[config.mk]
export PLATFORM = sky130hd
export DESIGN_NAME = btn_debounce
export DESIGN_NICKNAME = d
export VERILOG_FILES = /design/src/rtl/btn_debounce.sv
export SDC_FILE = /design/constraint.sdc
export NUM_CORES = 1
export LEC_CHECK = 0
export CORE_MARGIN = 3
export CORE_UTILIZATION = 35
export CTS_CLUSTER_SIZE = 25
export DETAILED_ROUTE_END_ITERATION = 6
export GPL_ROUTABILITY_DRIVEN = 0
export PLACE_DENSITY_LB_ADDON = 0.1
export SETUP_SLACK_MARGIN = 0.4
export SLEW_MARGIN = 15
export SYNTH_ARGS = -nofsm -noshare
export SYNTH_HDL_FRONTEND = slang
export SYNTH_SLANG_ARGS = --single-unit
[constraint.sdc]
create_clock -name clk -period 2.7 [get_ports clk]
set_input_delay 0.54 -clock clk [delete_from_list [all_inputs] [get_ports clk]]
set_output_delay 0.54 -clock clk [all_outputs]
set_load 0.02 [all_outputs]
[src/rtl/btn_debounce.sv]
// rtl/btn_debounce.sv - push-button synchroniser, debouncer, edge pulses and press-stepped rate select
// Optional long-press detection is compiled in with `define LONG_PRESS_EN.
module btn_debounce #(
  parameter int DEBOUNCE_CYCLES = 1000000,
  parameter int LONG_CYCLES     = 100000000,
  parameter int RATE_W          = 2
) (
  input  logic              clk,
  input  logic              rst,
  input  logic              btn_in,
  output logic              btn_level,
  output logic              press_pulse,
  output logic              release_pulse,
  output logic [RATE_W-1:0] rate_sel,
  output logic              long_pulse
);

  localparam int CW = $clog2(DEBOUNCE_CYCLES + 1);
  localparam logic [CW-1:0] CNT_LAST = CW'(DEBOUNCE_CYCLES - 1);
  localparam logic [CW-1:0] CNT_ONE  = CW'(1);

  if (DEBOUNCE_CYCLES < 2 || LONG_CYCLES < 2) begin : g_param_check
    $error("btn_debounce: DEBOUNCE_CYCLES and LONG_CYCLES must be >= 2");
  end

  typedef enum logic [1:0] {IDLE, PRESS_WAIT, PRESSED, RELEASE_WAIT} state_e;

  state_e            state_q, state_d;
  logic              s1_q, s2_q;
  logic [CW-1:0]     cnt_q, cnt_d;
  logic              level_q, level_d;
  logic              press_q, press_d;
  logic              release_q, release_d;
  logic              long_q, long_d;
  logic [RATE_W-1:0] rate_q, rate_d;

`ifdef LONG_PRESS_EN
  localparam int HW = $clog2(LONG_CYCLES + 1);
  localparam logic [HW-1:0] HOLD_LAST = HW'(LONG_CYCLES - 1);
  localparam logic [HW-1:0] HOLD_SAT  = HW'(LONG_CYCLES);
  localparam logic [HW-1:0] HOLD_ONE  = HW'(1);
  logic [HW-1:0] hold_q, hold_d;

  always_ff @(posedge clk) begin
    if (rst) hold_q <= '0;
    else     hold_q <= hold_d;
  end
`endif

  always_ff @(posedge clk) begin
    if (rst) begin
      s1_q      <= 1'b0;
      s2_q      <= 1'b0;
      state_q   <= IDLE;
      cnt_q     <= '0;
      level_q   <= 1'b0;
      press_q   <= 1'b0;
      release_q <= 1'b0;
      long_q    <= 1'b0;
      rate_q    <= '0;
    end else begin
      s1_q      <= btn_in;
      s2_q      <= s1_q;
      state_q   <= state_d;
      cnt_q     <= cnt_d;
      level_q   <= level_d;
      press_q   <= press_d;
      release_q <= release_d;
      long_q    <= long_d;
      rate_q    <= rate_d;
    end
  end

  // Every state change restarts the qualification count from zero.
  always_comb begin
    state_d = state_q;
    cnt_d   = cnt_q;
    case (state_q)
      IDLE: begin
        if (s2_q) begin
          state_d = PRESS_WAIT;
          cnt_d   = '0;
        end
      end
      PRESS_WAIT: begin
        if (!s2_q) begin
          state_d = IDLE;
          cnt_d   = '0;
        end else if (cnt_q == CNT_LAST) begin
          state_d = PRESSED;
          cnt_d   = '0;
        end else begin
          cnt_d = cnt_q + CNT_ONE;
        end
      end
      PRESSED: begin
        if (!s2_q) begin
          state_d = RELEASE_WAIT;
          cnt_d   = '0;
        end
      end
      RELEASE_WAIT: begin
        if (s2_q) begin
          state_d = PRESSED;
          cnt_d   = '0;
        end else if (cnt_q == CNT_LAST) begin
          state_d = IDLE;
          cnt_d   = '0;
        end else begin
          cnt_d = cnt_q + CNT_ONE;
        end
      end
      default: begin
        state_d = IDLE;
        cnt_d   = '0;
      end
    endcase
  end

  always_comb begin
    press_d   = (state_q == PRESS_WAIT) && s2_q && (cnt_q == CNT_LAST);
    release_d = (state_q == RELEASE_WAIT) && !s2_q && (cnt_q == CNT_LAST);
    level_d   = level_q;
    if (press_d)   level_d = 1'b1;
    if (release_d) level_d = 1'b0;
`ifdef LONG_PRESS_EN
    // Saturating at LONG_CYCLES guarantees one long pulse per hold; bounces keep the count.
    long_d = 1'b0;
    hold_d = hold_q;
    if (state_q == PRESSED || state_q == RELEASE_WAIT) begin
      if (hold_q == HOLD_LAST) begin
        long_d = 1'b1;
        hold_d = HOLD_SAT;
      end else if (hold_q != HOLD_SAT) begin
        hold_d = hold_q + HOLD_ONE;
      end
    end
    if (state_d == IDLE || state_d == PRESS_WAIT) hold_d = '0;
`else
    long_d = 1'b0;
`endif
    rate_d = rate_q + RATE_W'(press_d);
    if (long_d) rate_d = '0;
  end

  assign btn_level     = level_q;
  assign press_pulse   = press_q;
  assign release_pulse = release_q;
  assign long_pulse    = long_q;
  assign rate_sel      = rate_q;

endmodule

* Word-level counts from Yosys, hierarchy flattened
Index checks and enable logic that the tools add are counted.
** Cells by class
- Reductions and logical operators :: 9
- Mux-type cells :: 13
- Add/sub/neg operators :: 2
- Equal/unequal tests :: 8
** Operators with widths (count)
- $mux W20 :: 5
- $pmux W20 S4 :: 1
- $add A20 B1 Y20 const B :: 1
- $eq A20 B20 Y1 const B :: 1
- $mux W2 :: 6
- $pmux W2 S4 :: 1
- $ne A3 B3 Y1 const B :: 2
- $eq A2 B2 Y1 const B :: 2
- $logic_and A1 B1 Y1 :: 4
- $ne A2 B2 Y1 const B :: 2
- $reduce_and A4 Y1 :: 1
- $add A2 B1 Y2 :: 1
- $eq A2 B1 Y1 const B :: 1
- $logic_not A2 Y1 :: 1
- $reduce_and A2 Y1 :: 1
- $reduce_or A2 Y1 :: 1
- $logic_not A1 Y1 :: 1
** Word-level totals
- Word-level logic and storage cells :: 40
- Output and inout bits :: 6
- Flip-flop bits (word level) :: 29

* Logic depth before layout (Yosys ltp)
Gate-level depths: netlist of run 1.
- Word-level depth :: 4
- Depth in mapped cells :: 9
- Gate-level depth less buffers :: 9

* Worst setup path after synthesis of run 1
No wires, ideal clock.
- Kind :: register -> register
- Start :: register cnt_q[0]
- End :: register rate_q[0] (netlist: rate_sel[0])
- Buffers on the path :: 0
- Setup time :: 0.128 ns
- Cell stages (with the launch flop) :: 9
- Clock period less this slack :: 1.781 ns
- Path slack :: 0.919 ns
- Arrival :: 1.653 ns
- Cells stage by stage :: dfxtp_1 ha_1 nand2_1 nor3_2 nand3_1 nand3b_1 inv_1 ha_1 nor2b_1
** On the way
- Longest elaborated chain between the ends :: 3
** Ends and longest elaborated chain
- from (decl) :: line 30 : logic [CW-1:0] cnt_q, cnt_d;
- from (signal assigned) :: line 65 : cnt_q <= cnt_d;
- $eq A20 B20 Y1 :: line 121 : press_d = (state_q == PRESS_WAIT) && s2_q && (cnt_q == CNT_LAST);
- $logic_and A1 B1 Y1 :: line 121
- named net press_d :: line 32 : logic press_q, press_d;
- $add A2 B1 Y2 :: line 142 : rate_d = rate_q + RATE_W'(press_d);
- named net rate_d[0] :: line 35 : logic [RATE_W-1:0] rate_q, rate_d;
- to (signal assigned) :: line 70 : rate_q <= rate_d;
- to (decl) :: line 35
The timed path passes the listed nets, and every way through them passes these cells.
A chain may end at the register's enable or synchronous reset.

* Final worst setup path of run 1
Same ends and word-level chain as after synthesis.

==> results.txt, run 1 <==
- Run status: completed
- In this run the tightest slew margin relative to its limit is 0.6588.
- Arrival time at the worst endpoint: 2.16 ns
- Among all flip-flop cells after synthesis, the most frequent one is sky130_fd_sc_hd__dfxtp_1.
- For flop-to-flop paths, the worst setup slack is 0.71 ns.
* Hold Path Sink: s2_q
- Class of the worst hold path: reg -> reg
* Fin crit period: 1.987 ns
* Number of warnings issued by yosys: 0
- Leading cell types by total area after synthesis: sky130_fd_sc_hd__dfxtp_1, sky130_fd_sc_hd__a31oi_1, sky130_fd_sc_hd__nand2_1
- Period Utilization, post-route: 0.7361
- Antenna cell count: 0
* Post-detailed-routing wire length: 2826 um
- Number of detailed-route iterations in the first pass: 4
- Across every metal layer, demand over resource in global routing totals 0.1313.
- Summed over all nets, the half-perimeter wirelength after detailed placement is 1998 um.
- Slew of the pin with the lowest slew margin: 0.5076 ns
* WL per Instance: 12.85 um
- Number of vias after detailed routing: 1,191
- Clock root cell: sky130_fd_sc_hd__clkbuf_8
- For the worst flop-to-flop path, the logic depth is 8.
- In the final layout, the share of cells above drive strength 1 is 0.09302.
- At the placement stage, the worst setup path has a slack of 0.6407 ns.
* Critical path required time: 2.88 ns
- Largest area contributor in the synthesized netlist: sky130_fd_sc_hd__dfxtp_1
- Mapped cell area: 0.001439 mm^2
- The number of max-slew violations in the final report was 0.
* Effective utilization at floorplan: 0.3788
* # H-tree levels: 2
* Lkg Pwr: 0.5735 nW
- Port bufs: 7
- TritonCTS clock tree: built
* Startpoint Class: register
* Nets in the synthesized netlist: 170
- Core footprint: 0.003799 mm^2
- Inserted Clock Buffers: 5
* Congestion Overflow GR: 0
* Number of design rule violations left after detail routing: 0
- Die Y: 70.12 um
* Top cell type's share of synthesized area: 0.4035
- Reg2Reg Launch Point: cnt_q[0]
- Final-report hold violation count: 0
- In the synthesized netlist the async set-or-reset flop fraction comes to 0.
* # hold bufs at CTS: 0
- Top Ports: 9
* Cells after Synth: 165
* Area enclosed by the die boundary: 0.004916 mm^2
* Post-CTS setup buffer count: 0
* Total power per unit cell area: 516.4 mW/mm^2
- Total of endpoints with negative setup slack in the final report: 0
- # nets final: 177
* Final worst setup slack: 0.7126 ns
- Between clock sinks in the finished design, the worst skew comes to 0.002596 ns.
- Unrepaired setup endpoints after global routing: false
- Die W: 70.12 um
- Library cells used by synthesis: 45
- Row generation in the floorplan step produced 22 rows.
- Kind of capture point of the worst setup path: register
- Maximum clock frequency: 503.2 MHz
- Vias in the first global route: 1,188
- At the later pin of the worst-skew pair, clock insertion delay measures 0.28 ns.
- After detailed routing, the number of vias per cell comes to 5.414.
- Synthesis-stage register bit count: 29
- Setup TNS: 0 ns
- Post-CTS repair changed the size of 0 cells.
* Syn_area_per_cell: 8.720 um^2
* Largest fanout of any net on the critical path: 4
- Antenna violations before repair: 0
- Clock tree synthesis found a total of 29 sinks.
- Share of synthesized area occupied by flip-flops and latches: 0.4035
- In this run the most critical hold path is launched from s1_q.
- Clock-pin slew was measured on the worst setup and hold paths at 0.06 ns.
- Wire length of the first global-routing pass: 5175 um
- The count of nets left with antenna violations once routing finished came out at 0.
- RR Endpoint: rate_sel[0]
- Across the run, the number of max-cap violations was 0.
- From synthesis to final layout, the design area changed by 12.09%.
- Longest Clk Path Bufs: 2
- The critical path is of the reg -> reg type.
- Largest net degree at the start of global routing: 31
- Number of stages on the worst hold path: 1
* IR drop worst, VDD: 0.0003047 V
- Number of design-rule violations left by the first detailed-router iteration: 56
* Number of flops mapped to enable cells by yosys: 0
## layout make-up
cell class                 instances  area, um^2
tap                               48       60.06
timing repair buffer              10       92.59
clock buffer                       7       86.33
sequential                        29       580.6
inverter                           3       11.26
fill                             380        2186
multi-input combinational        123       782.0
## flip-flops by register name, indices dropped and copies added, names as in the netlist, named ones only
register       flops
btn_level          1
s1_q               1
rate_sel           2
press_pulse        1
s2_q               1
release_pulse      1
state_q            1
cnt_q             20
## report_power, final
| group | total (mW) | internal, mW | switching, mW |
|---|---|---|---|
| logic | 0.0409 | 0.0161 | 0.0248 |
| registers | 0.436 | 0.432 | 0.00398 |
| clock network | 0.356 | 0.202 | 0.154 |
| total | 0.833 | 0.650 | 0.183 |
## synth_stat cells, types with 3 or more instances
library cell               instances
sky130_fd_sc_hd__dfxtp_1          29
sky130_fd_sc_hd__nand2_1          14
sky130_fd_sc_hd__nor2_1           14
sky130_fd_sc_hd__a31oi_1          12
sky130_fd_sc_hd__nand3_1          10
sky130_fd_sc_hd__a21oi_1           9
sky130_fd_sc_hd__and3_1            7
sky130_fd_sc_hd__mux2i_1           4
sky130_fd_sc_hd__nand2b_1          4
sky130_fd_sc_hd__nand4_1           4
sky130_fd_sc_hd__nor2b_1           4
sky130_fd_sc_hd__nor3_1            4
sky130_fd_sc_hd__buf_6             3
sky130_fd_sc_hd__clkbuf_1          3
sky130_fd_sc_hd__inv_1             3
sky130_fd_sc_hd__nor4_1            3
## layer usage
| layer | global-route usage | routed length, um |
|---|---|---|
| met5 | 0 | 0 |
| met2 | 0.1962 | 1209 |
| met1 | 0.1680 | 1428 |
| met3 | 0.03597 | 114 |
| met4 | 0.07660 | 74 |
## worst max-delay path by stage
stage | slack, ns | endpoint | cells after the start | startpoint
final | 0.71 | rate_sel[0] | 8 | cnt_q[0]
after global placement | 0.67 | cnt_q[17] | 5 | rst
after CTS | 0.70 | rate_sel[0] | 8 | cnt_q[0]
after detailed placement | 0.64 | cnt_q[17] | 5 | rst
after floorplan | 0.92 | rate_sel[0] | 8 | cnt_q[0]
after global routing | 0.47 | rate_sel[0] | 8 | cnt_q[0]
## worst max-delay path, cell delays in order (launching register included)
cell and delay (ns):
sky130_fd_sc_hd__dfxtp_1 0.38, sky130_fd_sc_hd__ha_1 0.23, sky130_fd_sc_hd__nand2_1 0.15, sky130_fd_sc_hd__nor3_2 0.32, sky130_fd_sc_hd__nand3_1 0.16, sky130_fd_sc_hd__nand3b_1 0.23, sky130_fd_sc_hd__inv_1 0.08, sky130_fd_sc_hd__ha_1 0.21
sky130_fd_sc_hd__nor2b_1 0.12
## cells by family (layout without fill, tap and decap cells)
family,after synthesis,count (layout),synth area share
and+or+nand+nor,75,75,0.2965
AOI/OAI and AO/OA,38,38,0.1757
DFF,29,29,0.4035
buffers and inverters,13,20,0.05304
muxes,4,4,0.02783
xor gates and xnor gates,3,3,0.02348
adders and majority gates,2,2,0.01739
other,1,1,0.002606
## placed cells by master (no fill, tap or decap), types with 2 or more instances in the layout
master / netlist / final
sky130_fd_sc_hd__nor2b_1: 4 / 4
sky130_fd_sc_hd__dfxtp_1: 29 / 29
sky130_fd_sc_hd__a21oi_1: 9 / 9
sky130_fd_sc_hd__nand3_1: 10 / 10
sky130_fd_sc_hd__clkdlybuf4s50_1: 0 / 7
sky130_fd_sc_hd__nand2b_1: 4 / 4
sky130_fd_sc_hd__o21ai_0: 2 / 2
sky130_fd_sc_hd__a22oi_1: 2 / 2
sky130_fd_sc_hd__or3_1: 2 / 2
sky130_fd_sc_hd__o21ai_1: 2 / 2
sky130_fd_sc_hd__nor4_1: 3 / 3
sky130_fd_sc_hd__nor2_1: 14 / 14
sky130_fd_sc_hd__and3_1: 7 / 7
sky130_fd_sc_hd__ha_1: 2 / 2
sky130_fd_sc_hd__a22o_1: 2 / 2
sky130_fd_sc_hd__a221o_1: 2 / 2
sky130_fd_sc_hd__a31oi_1: 12 / 12
sky130_fd_sc_hd__buf_4: 1 / 3
sky130_fd_sc_hd__nand4_1: 4 / 4
sky130_fd_sc_hd__mux2i_1: 4 / 4
sky130_fd_sc_hd__clkbuf_8: 0 / 6
sky130_fd_sc_hd__inv_1: 3 / 3
sky130_fd_sc_hd__nor3_1: 4 / 4
sky130_fd_sc_hd__xnor2_1: 2 / 2
sky130_fd_sc_hd__nand2_1: 14 / 14
## per-stage QoR
stage	util	area, um^2	power, mW	hold WS, ns	std cells
after floorplan	-	1439	0.4713	0.4138	165
after global placement	0.4018	1526	0.4855	0.4273	213
after detailed placement	0.4018	1526	0.4869	0.4280	213
after CTS	0.4246	1613	0.8444	0.4423	220
after global routing	0.4246	1613	0.8628	0.4650	220
final	0.4246	1613	0.8329	0.4403	220
No activity file was read; power rests on OpenSTA's default activity.
==> inputs of run 2 (changes only) <==
clock period = 1.76 ns   (was 2.7 ns; I/O delays follow)
==> run 2 against run 1 <==
  * Clock power grew 47%
  * Hold slack improved by 0.0067 ns
  * Setup slack worse by 0.70 ns
  * Clock skew hardly changed
  * Critical endpoint is now cnt_q[19]
==> results.txt, run 2 (synthesized netlist as in run 1, its figures left out) <==
- Longest individual stage delay on the worst path: 0.38 ns (about the same)
* Number of inserted filler cells in the final layout: 341 (-10%)
* Leading cell types in the layout, fill and taps excluded: sky130_fd_sc_hd__buf_4, sky130_fd_sc_hd__dfxtp_1, sky130_fd_sc_hd__nor2_1
* Run status: completed
- Longest Clk Path Bufs: 2 (unchanged)
- # H-tree levels: 2 (unchanged)
- Arrival time at the worst endpoint: 1.91 ns (-0.25 ns)
* Largest fanout of any net on the critical path: 10 (+6)
- The final critical-path required period was 1.745 ns (-0.2424 ns).
* Vias per inst: 5.180 (-4.3%)
- Fraction of layout cells with a size suffix above 1: 0.3768 (+0.2838)
* Final-report hold violation count: 0 (unchanged)
* Finished Layout Cells: 255 (+16%)
- Class of the worst hold path: reg -> reg
- The total global-route track usage came to 0.1524 (+0.02112).
* Clock net sink count: 29 (unchanged)
- The fraction of power consumed by combinational cells came to 0.055 (+0.006).
- The I/O pin total was 9 (unchanged).
* Portion of total power attributed to sequential cells: 0.529 (+0.005)
- Top register by number of flip-flops: cnt_q
* Number of design-rule violations left by the first detailed-router iteration: 76 (+36%)
* Number of design rule violations left after detail routing: 0 (unchanged)
- Kind of capture point of the worst setup path: register
- WL per Instance: 14.24 um (+11%)
- The post-place instance area was 0.001747 mm^2 (+14%).
* Standard-cell row count: 22 (unchanged)
- Largest net degree at the start of global routing: 21 (-32%)
- The global route total overflow is 0 (unchanged).
* Hold Slack: 0.4470 ns (+0.006738 ns)
- The final worst-path cycle share is 0.9915 (+0.2554).
- The leakage power is 0.8346 nW (+46%).
- Number of cells after detailed placement: 236 (+11%)
* Area enclosed by the die boundary: 0.004916 mm^2 (unchanged)
- Source-to-sink clock delay at the later pin of the worst-skew pair: 0.27 ns (about the same)
- Antenna violations before repair: 0 (unchanged)
- Detailed-placement wirelength estimate: 2408 um (+20%)
- Post-detailed-routing wire length: 3632 um (+29%)
- The placeable core region is 0.003799 mm^2 (unchanged).
- The library cell used most frequently in the layout, excluding fill and tap cells, is sky130_fd_sc_hd__buf_4.
- Die W: 70.12 um (unchanged)
* Switching pwr: 0.2907 mW (+59%)
- The number of max-cap violations is 0 (unchanged).
* Die Y: 70.12 um (unchanged)
- # nets final: 211 (+19%)
- Power Internal: 0.9681 mW (+49%)
- The number of max-slew violations in the final report is 0 (unchanged).
- Post-synthesis to final-layout area growth: 43.39%
* Inserted Clock Buffers: 5 (unchanged)
* Final Core Density: 0.5431 (+0.1186)
- Worst setup skew after layout: 0.003086 ns (+0.0004906 ns)
- Number of nets with antenna violations after routing: 0 (unchanged)
* Effective utilization at floorplan: 0.3788 (unchanged)
* Fraction of power spent switching nets: 0.2309 (+0.01128)
- TritonCTS clock tree: built
* Clock group share of total power: 0.415 (-0.012)
* Startpoint-to-endpoint class of the critical path: reg -> reg
- The slowest stage of the critical path belongs to the cell sky130_fd_sc_hd__dfxtp_4.
- Maximum clock frequency: 573.1 MHz (+14%)
* Total of endpoints with negative setup slack in the final report: 0 (unchanged)
* Series of cell instances along the critical path: ha_4 -> nand2_4 -> nor3_4 -> buf_6 -> a211oi_4 -> buf_12 -> and3_4 -> a221o_1
- Critical path required time: 1.92 ns (-0.96 ns)
- The post-layout instance area came to 0.002063 mm^2 (+28%).
- Setup TNS: 0 ns (unchanged)
- The port buffer count was 7 (unchanged).
- The first-pass GRT wire length is 5927 um (+15%).
- Clock root cell: sky130_fd_sc_hd__clkbuf_8
* Startpoint Class: register
- The number of search-and-repair iterations in the first detailed-routing pass is 4 (unchanged).
- Number of flip-flops under the largest register name: 20 (unchanged)
* Unrepaired setup endpoints after global routing: true
- Reg clk slew, reported paths: 0.06 ns (about the same)
- The final antenna diode count is 0 (unchanged).
- Number of vias after detailed routing: 1,321 (+11%)
- Total power per unit cell area: 610.1 mW/mm^2 (+18%)
- IR drop worst, VDD: 0.0004765 V (+56%)
- Vias in the first global route: 1,264 (+6.4%)
-- run 2: changes by cell type in the layout (fill, tap and decap cells not counted), moves of 3 or more --
cell,previous run,this run
sky130_fd_sc_hd__buf_4,3,28
sky130_fd_sc_hd__dfxtp_1,29,19
sky130_fd_sc_hd__dfxtp_2,0,8
sky130_fd_sc_hd__buf_6,0,7
sky130_fd_sc_hd__clkdlybuf4s50_1,7,2
sky130_fd_sc_hd__nand3_1,10,5
sky130_fd_sc_hd__nand3_2,0,5
sky130_fd_sc_hd__nand2_1,14,10
sky130_fd_sc_hd__and3_1,7,4
sky130_fd_sc_hd__and3_4,0,3
sky130_fd_sc_hd__dlygate4sd2_1,0,3
-- run 2: path summary, 6_finish.rpt --
| kind | startpoint | endpoint | slack (ns) | cells past startpoint |
|---|---|---|---|---|
| setup / recovery | cnt_q[1] | cnt_q[19] | 0.01 | 8 |
| hold / removal | s1_q | s2_q | 0.45 | 1 |
| setup reg to reg | cnt_q[1] | cnt_q[19] | 0.01 | 8 |
| hold reg to reg | s1_q | s2_q | 0.45 | 1 |
-- run 2: power by group through the flow --
stage                     Sequential, mW  Clock, mW  Combinational [mW]
after floorplan                    0.685          0              0.0380
after global placement             0.683          0              0.0649
after detailed placement           0.683          0              0.0665
after CTS                          0.669      0.540              0.0663
after global routing               0.667      0.569              0.0759
final                              0.666      0.523              0.0695
-- run 2: cell type report --
cell class	count	area, um^2	share of cell area
Tap cell	48	60.06	0.02911
Inverter	3	11.26	0.005458
Multi-Input combinational cell	123	913.4	0.4427
Clock buffer	8	80.08	0.03881
Sequential cell	29	598.1	0.2899
Timing Repair Buffer	44	400.4	0.1941
-- run 2: worst max-delay path, delay by kind of cell (launching register included) --
| kind | cells | cell delay [ns] |
|---|---|---|
| adder cells (fa/ha/maj) | 1 | 0.16 |
| AO/OA/AOI/OAI | 2 | 0.33 |
| flip-flops | 1 | 0.38 |
| AND/OR/NAND/NOR | 3 | 0.48 |
| buffers and inverters | 2 | 0.29 |
-- run 2: layer usage --
metal	vias up	routed length (um)	track usage
met5	-	0	0
met4	0	10	0.05957
met3	2	113	0.04317
met2	16	1822	0.2476
met1	610	1685	0.1898
li1	693	-	-
-- run 2: what timing repair did --
| item | CTS | global route |
|---|---|---|
| hold endpoints to repair | 0 | 0 |
| setup endpoints to repair | 32 | 29 |
| pin swaps | 5 | 9 |
| hold buffers | 0 | 0 |
| buffers inserted | 3 | 6 |
| gates cloned | 0 | 2 |
| resized for setup | 18 | 24 |
-- run 2: stage by stage --
stage / power, mW / setup WS (ns)
floorplan: 0.7232 / 0.1246
global placement: 0.7483 / -0.03283
detailed placement: 0.7499 / -0.01674
CTS: 1.275 / 0.04724
global route: 1.312 / -0.07195
finish: 1.259 / 0.01496
==> inputs of run 3 (changes only) <==
CORE_UTILIZATION = 52   (was 35)
==> run 3 against run 2 <==
  * The flow now finishes with violations (setup timing)
  * Total power fell by 1.2%
  * Combinational power grew 27%
  * Global-route usage up 10 points
  * Sequential power about the same
  * Non-clock buffer count is 13 higher
  * Clock skew grew 0.016 ns
  * Final area up 14%
  * Utilization increased by 38 points
  * Critical path type unchanged
  * Critical endpoint is now cnt_q[4]
  * Largest cell class unchanged
  * Highest routed layer unchanged
==> results.txt, run 3 (synthesized netlist as in run 1, its figures left out) <==
* # H-tree levels: 2 (unchanged)
- The share of cells above drive strength 1 is 0.5409 (+0.1641).
- Unrepaired setup endpoints after global routing: true
- The worst clock skew is 0.01930 ns (+0.01621 ns).
- The worst pin sits at a relative slew slack of 0.6550.
- The power density normalized to cell area came to 530.5 mW/mm^2 (-13%).
- Number of vias after detailed routing: 1,640 (+24%)
- Number of inserted filler cells in the final layout: 94 (-72%)
- Kind of capture point of the worst setup path: register
- Number of pins exceeding their max-slew limit in the final report: 0 (unchanged)
- The clock sink total is 29 (unchanged).
- The number of global-route vias before repair is 1,433 (+13%).
- Number of nets with antenna violations after routing: 0 (unchanged)
- Number of detailed-route iterations in the first pass: 4 (unchanged)
- Inserted Clock Buffers: 5 (unchanged)
- The multi-input logic area came to 0.001086 mm^2 (+19%).
* Die Y: 58.61 um (-16%)
* Longest individual stage delay on the worst path: 0.36 ns (-0.02 ns)
* Antenna violations before repair: 0 (unchanged)
* Startpoint Class: register
- The area occupied by registers is 603.1 um^2 (+0.84%).
- Die W: 58.61 um (-16%)
- Slew of the pin with the lowest slew margin: 0.5156 ns
* Effective utilization at floorplan: 0.5654 (+0.1866)
* Max-cap check violation count: 0 (unchanged)
- Source-to-sink clock delay at the later pin of the worst-skew pair: 0.35 ns (+0.08 ns)
- TritonCTS clock tree: built
- The top fanout value on the critical path was 5 (-5).
* Wire length of the first global-routing pass: 6672 um (+13%)
* Fin crit period: 1.865 ns (+0.1204 ns)
* Post-synthesis to final-layout area growth: 62.96%
* Startpoint-to-endpoint class of the critical path: reg -> reg
* IR drop worst, VDD: 0.0005469 V (+15%)
- Slowest cell on the critical path: sky130_fd_sc_hd__nor4_1
- Antenna cell count: 0 (unchanged)
* # nets final: 224 (+6.2%)
* Maximum clock frequency: 536.1 MHz (-6.5%)
- The I/O pin total was 9 (unchanged).
- The checks that failed: setup timing.
- The final worst-path cycle share was 1.060 (+0.06841).
* Leading cell types in the layout, fill and taps excluded: sky130_fd_sc_hd__buf_4, sky130_fd_sc_hd__dfxtp_1, sky130_fd_sc_hd__nor2_1
* Final worst setup slack: -0.1054 ns (-0.1204 ns)
* Critical path required time: 2.01 ns (+0.09 ns)
- The final count of negative-setup-slack endpoints came to 15 (+15).
- The final routed wirelength across all metal layers was 5515 um (+52%).
- Congestion Overflow GR: 0 (unchanged)
* Series of cell instances along the critical path: nor4_1 -> and4_4 -> a211oi_4 -> buf_6 -> buf_16 -> a21o_1 -> a22o_1
- Lkg Pwr: 0.9158 nW (+9.7%)
- Class of the worst hold path: reg -> reg
* Vias per inst: 6.560 (+27%)
* Area enclosed by the die boundary: 0.003435 mm^2 (-30%)
- Standard-cell row count: 18 (-18%)
* Largest net degree at the start of global routing: 13 (-38%)
- Combined global-route utilization of all metal layers: 0.2547 (+0.1023)
* Number of flip-flops under the largest register name: 20 (unchanged)
- Run status: complete, but fails checks
- The routed length per instance came to 22.06 um (+55%).
- The arrival time of the worst setup path came to 2.11 ns (+0.20 ns).
- The placeable core region came to 0.002545 mm^2 (-33%).
* # hold bufs at CTS: 0 (unchanged)
- Most common library cell in the layout ignoring fill and taps: sky130_fd_sc_hd__buf_4
- Final-report hold violation count: 0 (unchanged)
* Clock root cell: sky130_fd_sc_hd__clkbuf_4
- Detailed-placement wirelength estimate: 2286 um (-5.0%)
- Setup TNS: -0.7880 ns (-0.7880 ns)
- Port bufs: 7 (unchanged)
* Number of design-rule violations left by the first detailed-router iteration: 150 (+97%)
- The clock transition at the registers of the reported paths was 0.11 ns (+0.05 ns).
- Longest Clk Path Bufs: 2 (unchanged)
- The final routed DRC violation total was 0 (unchanged).
- Post-route total power: 1.244 mW (-1.2%)
- cnt_q holds more flip-flops than any other register.
[run 3: changes by cell type in the layout (fill, tap and decap cells not counted), sizes merged]
| cell | change |
|---|---|
| clkinv | +1 |
| clkbuf | -1 |
| buf | +13 |
[run 3: routing by layer]
| metal | routed length (um) | vias to the layer above | track usage | part of all wire |
|---|---|---|---|---|
| li1 | - | 714 | - | - |
| met1 | 2161 | 803 | 0.2992 | 0.39 |
| met2 | 2763 | 89 | 0.4450 | 0.50 |
| met3 | 307 | 34 | 0.05044 | 0.056 |
| met4 | 282 | 0 | 0.1165 | 0.051 |
| met5 | 0 | - | 0 | 0 |
[run 3: timing repair]
| action | 4_1_cts | 5_1_grt |
|---|---|---|
| gates cloned | 2 | 1 |
| setup endpoints to repair | 32 | 29 |
| pin swaps | 15 | 27 |
| gates resized for setup | 38 | 40 |
| setup buffers | 10 | 12 |
[run 3: critical path: cells and delay by family, from the launching register on]
family | cells | cell delay, ns
DFF | 1 | 0.35
AOI/OAI and AO/OA | 3 | 0.44
buffers and inverters | 2 | 0.28
and+or+nand+nor | 2 | 0.69
[run 3: path summary, 6_finish.rpt]
path         startpoint  endpoint  slack, ns  depth (start not counted)
max           cnt_q[10]  cnt_q[4]      -0.11                          7
min                s1_q      s2_q       0.47                          1
max reg2reg   cnt_q[10]  cnt_q[4]      -0.11                          7
min reg2reg        s1_q      s2_q       0.47                          1
[run 3: power by group]
part           leakage [nW]  switching, mW  internal [mW]
combinational         0.632         0.0529         0.0354
clock                0.0413          0.258          0.231
sequential            0.242        0.00679          0.659
[run 3: area by class of cell]
class / instances / share of cell area
flip-flops and latches: 29 / 0.2572
multi-input cells: 123 / 0.4632
clock buffers: 7 / 0.02775
inverters: 3 / 0.004803
well taps: 30 / 0.01601
repair buffers: 57 / 0.2289
clock inverters: 1 / 0.002134
[run 3: through the flow]
| stage | instance area [um^2] | worst slack (ns) | utilization | hold slack [ns] | instances |
|---|---|---|---|---|---|
| 5_1_grt | 2345 | -0.1463 | 0.9213 | 0.4868 | 250 |
| 6_report | 2345 | -0.1054 | 0.9213 | 0.4672 | 250 |
| 2_1_floorplan | 1475 | 0.1246 | - | 0.4138 | 165 |
| 3_5_place_dp | 1717 | -0.02828 | 0.6745 | 0.4631 | 217 |
| 3_3_place_gp | 1717 | 0.02595 | 0.6745 | 0.4179 | 217 |
| 4_1_cts | 2026 | 0.07037 | 0.7960 | 0.4595 | 237 |
